`config.mk`:
```
export PLATFORM = sky130hd
export DESIGN_NAME = sbqm_ctrl
export DESIGN_NICKNAME = d
export VERILOG_FILES = /design/src/rtl/sbqm_ctrl.sv
export SDC_FILE = /design/constraint.sdc
export NUM_CORES = 1
export LEC_CHECK = 0
export BUFFER_PORTS_ARGS = -buffer_cell sky130_fd_sc_hd__buf_4
export CAP_MARGIN = 15
export CORE_MARGIN = 10
export CORE_UTILIZATION = 51
export DETAILED_ROUTE_END_ITERATION = 8
export GPL_TIMING_DRIVEN = 0
export PLACE_DENSITY = 0.77
export SLEW_MARGIN = 5
export SYNTH_ARGS = -nofsm -noshare
export SYNTH_HDL_FRONTEND = slang
export SYNTH_SLANG_ARGS = --single-unit
```
`constraint.sdc`:
```
create_clock -name clk -period 3.9 [get_ports clk]
set_clock_uncertainty 0.15 [all_clocks]
set_input_delay 0.78 -clock clk [delete_from_list [all_inputs] [get_ports clk]]
set_output_delay 0.78 -clock clk [all_outputs]
set_load 0.05 [all_outputs]
```
`src/rtl/sbqm_ctrl.sv`:
```
// Smart-queue sequencer: debounces the entry photocell into counter increments,
// arbitrates teller "next customer" requests round-robin into decrements and call numbers.
module sbqm_ctrl #(
  parameter int unsigned N         = 3,
  parameter int unsigned DB_CYCLES = 4
) (
  input  logic         clk,
  input  logic         rst,
  input  logic         sens_in,
  input  logic [2:0]   tel_req,
  input  logic [2:0]   tel_en,
  input  logic [N-1:0] pcount,
  output logic         up,
  output logic         down,
  output logic [2:0]   tel_ack,
  output logic [1:0]   call_id,
  output logic [1:0]   tcount,
  output logic         rej
);

  localparam int unsigned CNT_W = $clog2(DB_CYCLES + 1);

  typedef enum logic {IDLE, SETTLE} state_t;

  state_t           state_q, state_d;
  logic             sync1, s, db;
  logic [CNT_W-1:0] db_cnt;
  logic             db_rise_c;
  logic             arr_pend, arr_take;
  logic [1:0]       last_q, start_c;
  logic [2:0]       elig, rot;
  logic [1:0]       off_c, grant_idx;
  logic [2:0]       sum_c;
  logic [2:0]       ack_onehot;
  logic             grant;
  logic             up_d, down_d, rej_d;
  logic [2:0]       ack_d;
  logic             pc_full, pc_empty;

  // Two-flop synchronizer for the asynchronous photocell
  always_ff @(posedge clk or negedge rst) begin
    if (!rst) begin
      sync1 <= 1'b0;
      s     <= 1'b0;
    end else begin
      sync1 <= sens_in;
      s     <= sync1;
    end
  end

  // Debounce: accept a level only after DB_CYCLES consecutive mismatching samples
  assign db_rise_c = s && !db && (db_cnt == CNT_W'(DB_CYCLES - 1));

  always_ff @(posedge clk or negedge rst) begin
    if (!rst) begin
      db     <= 1'b0;
      db_cnt <= '0;
    end else if (s == db) begin
      db_cnt <= '0;
    end else if (db_cnt == CNT_W'(DB_CYCLES - 1)) begin
      db     <= s;
      db_cnt <= '0;
    end else begin
      db_cnt <= db_cnt + CNT_W'(1);
    end
  end

  // Single-entry arrival latch; a rise in the consuming cycle is kept
  always_ff @(posedge clk or negedge rst) begin
    if (!rst) arr_pend <= 1'b0;
    else      arr_pend <= (arr_pend && !arr_take) || db_rise_c;
  end

  assign pc_full  = &pcount;
  assign pc_empty = (pcount == '0);

  // Round-robin search: rotate eligible set so the start teller sits at bit 0
  assign elig    = tel_req & tel_en;
  assign start_c = (last_q == 2'd2) ? 2'd0 : last_q + 2'd1;

  always_comb begin
    rot = elig;
    case (start_c)
      2'd1:    rot = {elig[0], elig[2:1]};
      2'd2:    rot = {elig[1:0], elig[2]};
      default: rot = elig;
    endcase
  end

  always_comb begin
    off_c = 2'd2;
    if (rot[0])      off_c = 2'd0;
    else if (rot[1]) off_c = 2'd1;
  end

  assign sum_c     = {1'b0, start_c} + {1'b0, off_c};
  assign grant_idx = (sum_c >= 3'd3) ? 2'(sum_c - 3'd3) : 2'(sum_c);

  always_comb begin
    ack_onehot = 3'b001;
    case (grant_idx)
      2'd1:    ack_onehot = 3'b010;
      2'd2:    ack_onehot = 3'b100;
      default: ack_onehot = 3'b001;
    endcase
  end

  // FSM state register
  always_ff @(posedge clk or negedge rst) begin
    if (!rst) state_q <= IDLE;
    else      state_q <= state_d;
  end

  // Next-state and pulse decisions; arrivals outrank grants
  always_comb begin
    state_d  = state_q;
    up_d     = 1'b0;
    down_d   = 1'b0;
    rej_d    = 1'b0;
    ack_d    = 3'b000;
    arr_take = 1'b0;
    grant    = 1'b0;
    case (state_q)
      IDLE: begin
        if (arr_pend) begin
          arr_take = 1'b1;
          if (pc_full) begin
            rej_d = 1'b1;
          end else begin
            up_d    = 1'b1;
            state_d = SETTLE;
          end
        end else if ((elig != 3'b000) && !pc_empty) begin
          grant   = 1'b1;
          down_d  = 1'b1;
          ack_d   = ack_onehot;
          state_d = SETTLE;
        end
      end
      SETTLE: state_d = IDLE;
      default: state_d = IDLE;
    endcase
  end

  // Registered outputs; teller 0 leads after reset because the pointer starts at 2
  always_ff @(posedge clk or negedge rst) begin
    if (!rst) begin
      up      <= 1'b0;
      down    <= 1'b0;
      rej     <= 1'b0;
      tel_ack <= 3'b000;
      call_id <= 2'd0;
      tcount  <= 2'd0;
      last_q  <= 2'd2;
    end else begin
      up      <= up_d;
      down    <= down_d;
      rej     <= rej_d;
      tel_ack <= ack_d;
      tcount  <= 2'(tel_en[0]) + 2'(tel_en[1]) + 2'(tel_en[2]);
      if (grant) begin
        call_id <= grant_idx + 2'd1;
        last_q  <= grant_idx;
      end
    end
  end

endmodule

```
# After elaboration in Yosys (flattened, before gate mapping)
# Cells that the tools add are included.
# classes
add_sub_neg	7
order_cmp	1
n_eq_ne	7
n_mux	24
n_bitwise	3
n_reduce_logical	12
# op_table
cell	count
2-to-1 mux 3 bit	5
2-to-1 mux 1 bit	12
2-to-1 mux 2 bit	4
equality test 2 bit, second input constant	3
case mux 3 bit (2 select lines)	1
adder 2 x 1 -> 2 bit, second input constant	2
equality test 2 x 1 -> 1 bit, second input constant	2
logical AND 1 bit	4
case mux 2 bit (2 select lines)	1
adder 2 x 2 -> 3 bit	1
adder 3 x 1 -> 3 bit, second input constant	1
bitwise AND 3 bit	1
equality test 3 x 2 -> 1 bit, second input constant	1
>= comparator 3 x 2 -> 1 bit, second input constant	1
logical NOT 1 bit	3
logical NOT 3 bit	1
AND reduction 3 bit	1
nonzero test 3 bit	1
adder 1 x 1 -> 2 bit	1
adder 2 x 1 -> 2 bit	1
NOT 1 bit	2
case mux 1 bit (2 select lines)	1
AND reduction 2 bit	1
subtractor 2 bit, second input constant	1
2 further kinds	2
# totals
regBits	20
out_inout_bits	10
wordCells	67

# Longest topological paths before layout
# Gate-level depths: netlist of the first run.
# depth
depth_word	14
mapped_depth	11
mapped_depth_nobuf	11

# Least setup slack after synthesis of the first run
# No wires, ideal clock.
# synth_timing
kind	input port to flip-flop
start	input port tel_req[1]
end	register tel_ack[0]
setup_time_ns	0.121
arrival_ns	2.831
required_ns	3.629
slack_ns	0.797
stages	10
cell_sequence	a21o_2 mux2i_1 a32o_1 ha_1 inv_1 fa_1 inv_1 ha_1 or3_1 and4_2
# synth_between
elab_chain_cells	12
# synth_lines
item	line_no	text
from (decl)	10	input logic [2:0] tel_req,
bitwise AND 3 bit (*)	78	assign elig = tel_req & tel_en;
case mux 2 bit (2 select lines)	83	case (start_c)
2-to-1 mux 2 bit	93	else if (rot[1]) off_c = 2'd1;
2-to-1 mux 2 bit	92	if (rot[0]) off_c = 2'd0;
adder 2 x 2 -> 3 bit	96	assign sum_c = {1'b0, start_c} + {1'b0, off_c};
>= comparator 3 x 2 -> 1 bit or subtractor 2 bit (tied branches)	97	assign grant_idx = (sum_c >= 3'd3) ? 2'(sum_c - 3'd3) : 2'(sum_c);
2-to-1 mux 2 bit	97	
equality test 2 bit or equality test 2 x 1 -> 1 bit (tied branches)	101	case (grant_idx)
case mux 3 bit (2 select lines)	101	
2-to-1 mux 3 bit (*)	133	end else if ((elig != 3'b000) && !pc_empty) begin
2-to-1 mux 3 bit (*)	125	if (arr_pend) begin
2-to-1 mux 3 bit (*)	123	case (state_q)
via ack_d[0]	37	logic [2:0] ack_d;
to (signal assigned)	159	tel_ack <= ack_d;
to (decl)	15	output logic [2:0] tel_ack,
# Mark *: on every way through the listed nets, which the timed path passes. The rest lies on a longest branch.
# A chain may end at the register's enable or synchronous reset.

# Worst setup path in the final report of the first run
# layout_timing
start	input port tel_req[1]
end	register tel_ack[1]
# Same word-level chain as after synthesis.

==> results.toml, run 1 <==
[status]
status = "finished, final reports clean"

[final_layout]
finalNonFillerCells = 125
diodes = 0
final_area_sq_um = 1170
synthToLayoutAreaGrowth_pct = 23.9
final_layout_size_suffix_gt1_share_pct = 33.0
nNetsFinal = 119

[timing]
setup_viol_count_final = 0
max-slew-margin-rel_pct = 59.3
hold_violations = 0
setup_ws_ns = 0.716
fmax_ghz = 0.314
totalNegativeSetupSlack_ns = 0
finalCritPeriodShare_pct = 81.7
maxSlewViolCount = 0
worstMarginPinSlew_ns = 0.611
rsz0062_at_grt = "no"
fin_crit_ns = 3.18

[logic_synthesis]
avgSynthCellArea_sq_um = 12.5
synth-async-reset-ratio_pct = 100
seq_area_frac_synth_pct = 53.3
synth-seq-cells = 20
synth-compound-area-share_pct = 9.44
synth_fa_ha_area_share_pct = 9.57
synth_top_family_by_area = "simple AND/OR/NAND/NOR gates"
synth_commonest_cells = "dfrtp_1, inv_1, nand2_1"
yosysMostFrequentCell = "dfrtp_1"
synth_fp_nets = 93
netlist_top_cells_area = "dfrtp_1, ha_1, fa_1, mux2i_1, nor3b_1"
synthesis.instances = 75
synth_top_area_share_pct = 50.5
synth_top_flop_cell = "dfrtp_1"
syn_area_sq_um = 941
synth_largest_area_cell = "dfrtp_1"
synth_enable_flop_cells = 0
ys_warn_count = 0
synth_xor_xnor_area_share_pct = 0.931
muxShareOfSynthArea_pct = 7.05
synthSimpleGateAreaFrac_pct = 17.3
ys_types = 31

[placed_design]
hpwl_um = 1450
portBuffers = 21
placed_area_sq_um = 1130
place_inst = 121
post-place-ws_ns = 0.396
gp_congestion = 0.748

[floorplanning]
num_io_pins = 22
die-height_um = 63.0
dieArea_sq_um = 3960
core_sq_um = 1750
start_util_pct = 53.9
die_x_um = 63.0
num_rows = 15

[drt]
routed_via_density = 5.41
drc_errors = 0
drt_iter0_markers = 12
wl_per_cell_um = 14.3
totalWireLength_um = 1780
firstDrtPassIters = 4
vias = 676
ant_nets = 0

[worst_hold_path]
hp-class = "in -> async"

[setup_path]
cp_max_fo = 4
critPathKind = "in -> reg"
cp.arrival_ns = 3.28
cp-end-kind = "register"
required_ns = 3.99
reg2reg_slack_ns = 0.85
critPathLaunchType = "input pin"

[global_routing]
grtUsageTotal_pct = 9.29
grt_max_degree = 21
grt_pass1_wl_um = 3000
grt_pass1_vias = 675
overflow = 0
antenna_found_initial = 0

[pwr]
power_density_nw_per_um2 = 818
irDropWorstVdd_v = 0.000527
p_leak_nw = 0.572

[clock_network]
clk_pin_slew_ns = 0.10
hold_buffers = 0
cts_num_sinks = 20
clk_path_buf_depth = 2
htree_levels = 1
post_cts_resized = 0
clk_latency_ns = 0.30
cts-root-buf = "clkbuf_4"
cts_tree = "built"
cts_setup_buffers = 0
cts_buffers = 3

[run]
drv_cap = 0
[stage by stage]
stage	power [W]	hold slack [ns]	utilization, %
floorplan	0.000712	0.181	-
global placement	0.000820	0.183	64.7
detailed placement	0.000849	0.186	64.7
CTS	0.000967	0.183	66.8
global route	0.00104	0.180	66.8
finish	0.000954	0.183	66.8
[report_power, final]
part	internal, W	total, W	switching [W]
logic	0.000221	0.000534	0.000313
clock network	0.0000570	0.000117	0.0000596
registers	0.000269	0.000303	0.0000341
total	0.000547	0.000954	0.000407
[cell type report]
| class | instances | area [sq um] |
|---|---|---|
| Fill cell | 147 | 579 |
| Sequential cell | 20 | 502 |
| Multi-Input combinational cell | 49 | 417 |
| Timing Repair Buffer | 21 | 158 |
| Clock buffer | 4 | 36.3 |
| Tap cell | 25 | 31.3 |
| Inverter | 6 | 22.5 |
[layer usage]
metal	global-route usage (%)	up-vias	share of wire, %
met2	13.8	22	45
met3	6.09	4	11
met4	3.91	0	1.5
li1	-	320	-
met5	0	-	0
met1	10.1	330	42
[cell usage in the layout (no fill, tap or decap), drive strengths merged, types with 2 or more instances in the layout]
master / instances
buf: 21
clkbuf: 4
dfrtp: 19
fa: 2
ha: 4
inv: 6
mux2: 2
mux2i: 4
nand2: 6
nand3: 2
nor2: 2
nor2b: 4
nor3: 2
nor3b: 4
[cells by family after synthesis]
group	Yosys count
flip-flops	20
AND/OR/NAND/NOR	26
buffers and inverters	6
adder cells (fa/ha/maj)	6
AO/OA/AOI/OAI	10
XOR/XNOR	1
multiplexers	6
[flip-flops by register name (all words and copies together), names as in the netlist]
register,count
state_q,1
sync1,1
last_q,2
db,1
tel_ack,3
down,1
arr_pend,1
s,1
up,1
db_cnt,3
rej,1
call_id,2
tcount,2
[worst max-delay path, stage by stage]
cell	delay, ns
buf_4	0.12
a21o_2	0.20
mux2i_1	0.15
a32o_1	0.15
ha_1	0.13
inv_1	0.05
fa_1	0.57
inv_1	0.06
ha_1	0.20
nor2b_1	0.25
mux2i_1	0.36
and3_2	0.24
[final timing paths]
path,end,depth (start not counted),startpoint
max,tel_ack[1],12,tel_req[1]
min,arr_pend,1,rst
max reg2reg,tel_ack[1],11,last_q[1]
min reg2reg,s,0,sync1
max in group asynchronous,last_q[1],1,rst
min in group clk,s,0,sync1
Note: power is estimated with default switching activity, not from simulation.
==> run 2: changes to the inputs <==
--- a/config.mk
+++ b/config.mk
@@ -5,6 +5,7 @@
 export SDC_FILE = /design/constraint.sdc
 export NUM_CORES = 1
 export LEC_CHECK = 0
+export ABC_AREA = 1
 export BUFFER_PORTS_ARGS = -buffer_cell sky130_fd_sc_hd__buf_4
 export CAP_MARGIN = 15
 export CORE_MARGIN = 10
==> constraint.sdc (replaced) <==
create_clock -name clk -period 3 [get_ports clk]
set_clock_uncertainty 0.15 [all_clocks]
set_input_delay 0.6 -clock clk [delete_from_list [all_inputs] [get_ports clk]]
set_output_delay 0.6 -clock clk [all_outputs]
set_load 0.05 [all_outputs]
==> results.toml, run 2 <==
[drt]
wl_per_cell_um = 12.0
drt_iter0_markers = 21
firstDrtPassIters = 4
vias = 745
routed_via_density = 4.78
drc_errors = 0
ant_nets = 0
totalWireLength_um = 1880

[floorplanning]
core_sq_um = 1750
num_rows = 15
dieArea_sq_um = 3980
start_util_pct = 54.3
num_io_pins = 22
die-height_um = 63.1
die_x_um = 63.1

[logic_synthesis]
synth-seq-cells = 20
synthesis.instances = 102
synth_top_flop_cell = "dfrtp_1"
netlist_top_cells_area = "dfrtp_1, nand2_1, inv_1, ha_1, fa_1"
avgSynthCellArea_sq_um = 9.29
yosysMostFrequentCell = "nand2_1"
syn_area_sq_um = 947
synth_top_area_share_pct = 50.2
synth_largest_area_cell = "dfrtp_1"
synth_commonest_cells = "nand2_1, dfrtp_1, inv_1, nor2_1, nand3_1"
synth-async-reset-ratio_pct = 100
synth_enable_flop_cells = 0
seq_area_frac_synth_pct = 53.0
ys_types = 23
synth_fp_nets = 120
ys_warn_count = 0

[global_routing]
grt_pass1_vias = 712
grtUsageTotal_pct = 9.75
overflow = 0
grt_pass1_wl_um = 3070
grt_max_degree = 21
antenna_found_initial = 0

[timing]
totalNegativeSetupSlack_ns = 0
worstMarginPinSlew_ns = 0.250
finalCritPeriodShare_pct = 93.1
fmax_ghz = 0.358
hold_violations = 0
max-slew-margin-rel_pct = 83.3
setup_viol_count_final = 0
setup_ws_ns = 0.207
fin_crit_ns = 2.79
maxSlewViolCount = 0
fin_hold_ws_ns = 0.230

[setup_path]
critPathLaunchType = "register"
slowest_delay_ns = 0.57
cp_max_fo = 4
cp_slowest_cell = "dfstp_2"
required_ns = 3.06
r2r_cells = 17
cp-end-kind = "register"
cp.arrival_ns = 2.85
reg2reg_to = "call_id[1]"
cpMostUsedCell = "nand2_1"
reg2reg_slack_ns = 0.21
cp_cell_sequence = "inv_2 > nand2_2 > o221ai_1 > nor2_1 > ha_1 > inv_1 > fa_1 > inv_1 > ha_1 > inv_2 > nand3_2 > nand2_1 > nand2_1 > nand3_1 > nand2_1 > nand2_1 > nand2_1"
critPathKind = "reg -> reg"
r2r-start = "last_q[1]"

[final_layout]
nNetsFinal = 150
synthToLayoutAreaGrowth_pct = 28.7
diodes = 0
seq_area_sq_um = 502
reg_top3 = "db_cnt x3, tel_ack x3"
n_fill_cell = 145
final_layout_size_suffix_gt1_share_pct = 32.1
mostFrequentLayoutCells = "buf_4, nand2_1, dfrtp_1, inv_1, nor2_1"
multi_input_area_sq_um = 383
final_common_cell = "buf_4"

[placed_design]
portBuffers = 21
hpwl_um = 1460
gp_congestion = 0.746
post-place-ws_ns = 0.0124

[pwr]
p_leak_nw = 0.671
power_density_nw_per_um2 = 1130
irDropWorstVdd_v = 0.000746

[clock_network]
clk_path_buf_depth = 2
htree_levels = 1
cts_tree = "built"
clk_latency_ns = 0.31
cts_num_sinks = 20
cts-root-buf = "clkbuf_4"
cts_buffers = 3
clk_pin_slew_ns = 0.11

[run]
drv_cap = 0

[worst_hold_path]
hold-path-endpoint = "s"
hold_depth = 0
hold_start = "sync1"
hp-class = "reg -> reg"

[status]
status = "finished, final reports clean"
-- run 2: cell count changes in the layout (fill, tap and decap cells not counted), moves of 2 or more --
cell / delta
nor2_1: +6
nand3_2: +3
nand2_1: +17
nand2_2: +3
buf_4: +3
inv_1: +9
nand3_1: +2
nor2b_1: -4
nor3b_1: -4
nor3_1: +2
mux2i_1: -4
inv_2: +3
o21ai_1: +2
-- run 2: cell type report --
| cell class | instances | area share [%] |
|---|---|---|
| Sequential cell | 20 | 41.2 |
| Clock buffer | 4 | 2.98 |
| Multi-Input combinational cell | 62 | 31.4 |
| Timing Repair Buffer | 25 | 15.6 |
| Inverter | 20 | 6.26 |
| Tap cell | 25 | 2.57 |
-- run 2: routing by layer --
layer / part of all wire (%) / GRT usage (%) / wire (um)
met5: 0 / 0 / 0
met4: 2.2 / 5.03 / 42
met3: 8.5 / 5.12 / 159
met2: 50 / 16.0 / 932
met1: 40 / 9.85 / 746
-- run 2: worst max-delay path: cells and delay by family (launching register included) --
kind	cells	cell delay, ns
adders and majority gates	3	0.88
and+or+nand+nor	9	0.75
DFF	1	0.57
buffers and inverters	4	0.23
AOI/OAI and AO/OA	1	0.12
-- run 2: cell families after synthesis --
| kind of cell | Yosys count | synth area share (%) |
|---|---|---|
| AO/OA/AOI/OAI | 7 | 4.23 |
| adder cells (fa/ha/maj) | 6 | 9.51 |
| buffers and inverters | 20 | 8.06 |
| flip-flops | 20 | 53.0 |
| AND/OR/NAND/NOR | 49 | 25.2 |
-- run 2: worst max-delay path by stage --
stage / end / slack (ns) / depth (start not counted) / startpoint
after detailed placement: call_id[1] / 0.01 / 18 / tel_en[1]
after floorplan: call_id[1] / 0.32 / 17 / tel_en[2]
after CTS: call_id[1] / 0.17 / 17 / last_q[1]
after global placement: call_id[1] / 0.11 / 18 / tel_en[2]
final: call_id[1] / 0.21 / 17 / last_q[1]
after global routing: call_id[1] / -0.03 / 17 / last_q[1]
-- run 2: power by group --
part           switching (W)  leakage, nW  internal, W  total (W)
Clock              0.0000825       0.0210    0.0000742   0.000157
Combinational       0.000524        0.396     0.000312   0.000836
Sequential         0.0000394        0.253     0.000344   0.000383
-- run 2: timing repair --
item,in CTS,in global routing
setup endpoints to repair,0,2
hold buffers,1,0
buffers inserted,0,3
hold endpoints to repair,19,0
resized for setup,0,4
-- run 2: stage by stage --
stage	instances	util (%)	power, W	cell area [sq um]
floorplan	102	-	0.000954	947
global placement	148	65.1	0.00108	1140
detailed placement	148	65.1	0.00112	1140
CTS	153	67.7	0.00129	1180
global route	156	69.8	0.00151	1220
finish	156	69.8	0.00138	1220
==> run 3: changes to the inputs <==
--- a/config.mk
+++ b/config.mk
@@ -5,7 +5,6 @@
 export SDC_FILE = /design/constraint.sdc
 export NUM_CORES = 1
 export LEC_CHECK = 0
-export ABC_AREA = 1
 export BUFFER_PORTS_ARGS = -buffer_cell sky130_fd_sc_hd__buf_4
 export CAP_MARGIN = 15
 export CORE_MARGIN = 10
==> results.toml, run 3 (synthesis gave the netlist of run 1 again) <==
[status]
status = "finished, final reports clean"

[clock_network]
clk_latency_ns = 0.30
cts-root-buf = "clkbuf_4"
cts_num_sinks = 20
cts_tree = "built"
htree_levels = 1
clk_pin_slew_ns = 0.10
clk_path_buf_depth = 2
cts_buffers = 3

[final_layout]
mostFrequentLayoutCells = "buf_4, dfrtp_1, inv_1, nand2_1, nor3b_1"
post-route-util_pct = 71.3
final_area_sq_um = 1240
diodes = 0
synthToLayoutAreaGrowth_pct = 32.2
n_fill_cell = 127
final_common_cell = "buf_4"
reg_top3 = "db_cnt x3, tel_ack x3"
final_layout_size_suffix_gt1_share_pct = 42.9
nNetsFinal = 124

[drt]
routed-wl-met3_um = 181
firstDrtPassIters = 4
totalWireLength_um = 1980
ant_nets = 0
vias = 695
drt_iter0_markers = 9
dr.max_layer_used = "met4"
wl_per_cell_um = 15.2
drc_errors = 0
wl_met2_um = 904
routed_via_density = 5.35
m1WireLength_um = 862

[global_routing]
grt_max_degree = 21
grtUsageTotal_pct = 9.29
antenna_found_initial = 0
grt_pass1_vias = 675
overflow = 0
grt_pass1_wl_um = 3000

[worst_hold_path]
hp-class = "reg -> reg"

[timing]
fin_hold_ws_ns = 0.208
max-slew-margin-rel_pct = 59.3
setup_viol_count_final = 0
fin_crit_ns = 2.86
worstMarginPinSlew_ns = 0.610
hold_violations = 0
fmax_ghz = 0.350
setup_ws_ns = 0.143
finalCritPeriodShare_pct = 95.2
maxSlewViolCount = 0

[run]
drv_cap = 0

[floorplanning]
num_rows = 15
dieArea_sq_um = 3960
num_io_pins = 22
core_sq_um = 1750
start_util_pct = 53.9
die-height_um = 63.0
die_x_um = 63.0

[placed_design]
portBuffers = 21
placed_area_sq_um = 1130
hpwl_um = 1450
gp_congestion = 0.748
post-place-ws_ns = -0.324

[setup_path]
critPathLaunchType = "register"
cp_max_fo = 5
cp.arrival_ns = 2.90
required_ns = 3.04
cp-end-kind = "register"
critPathKind = "reg -> reg"

[pwr]
report.power.total_w = 0.00140
power_density_nw_per_um2 = 1130
irDropWorstVdd_v = 0.000703
p_leak_nw = 0.608
-- run 3: metal layers --
metal | GRT usage (%) | up-vias
li1 | - | 329
met1 | 10.1 | 338
met2 | 13.8 | 24
met3 | 6.09 | 4
met4 | 3.91 | 0
met5 | 0 | -
-- run 3: repair_timing --
item,CTS,global route
gates resized for setup,2,7
endpoints found under the setup margin,3,6
cloned,0,0
endpoints found under the hold margin,0,1
buffers inserted,0,4
hold buffers,0,1
pin swaps,0,1
-- run 3: worst max-delay path, stage by stage (launching register included) --
cell     delay, ns
dfstp_2       0.54
inv_1         0.09
a21oi_2       0.13
a32o_2        0.18
ha_1          0.13
inv_1         0.05
fa_2          0.58
inv_1         0.07
ha_4          0.22
or3_4         0.36
and4_2        0.24
-- run 3: cell type report --
cell class | instances | area (sq um) | share of cell area, %
sequential | 20 | 503 | 40.4
multi-input combinational | 49 | 453 | 36.4
timing repair buffer | 26 | 198 | 15.9
clock buffer | 4 | 36.3 | 2.92
tap | 25 | 31.3 | 2.52
inverter | 6 | 22.5 | 1.81
-- run 3: power breakdown --
| part | total, W | switching, W | leakage, nW | internal, W |
|---|---|---|---|---|
| clock | 0.000151 | 0.0000764 | 0.0210 | 0.0000741 |
| combinational | 0.000859 | 0.000466 | 0.338 | 0.000393 |
| sequential | 0.000395 | 0.0000437 | 0.249 | 0.000351 |
-- run 3: path summary, 6_finish.rpt --
check                                from         end  slack (ns)  depth (start not counted)
max in group asynchronous             rst   last_q[1]        1.89                          2
min in group asynchronous             rst       sync1        0.55                          2
worst max-delay path            last_q[1]  tel_ack[0]        0.14                         10
worst max register to register  last_q[1]  tel_ack[0]        0.14                         10
worst min register to register      sync1           s        0.21                          0
worst min-delay path                sync1           s        0.21                          0
-- run 3: through the flow --
step           instances  TNS, ns
2_1_floorplan         75        0
3_3_place_gp         121   -0.867
3_5_place_dp         121    -1.65
4_1_cts              125        0
5_1_grt              130  -0.0162
6_report             130        0
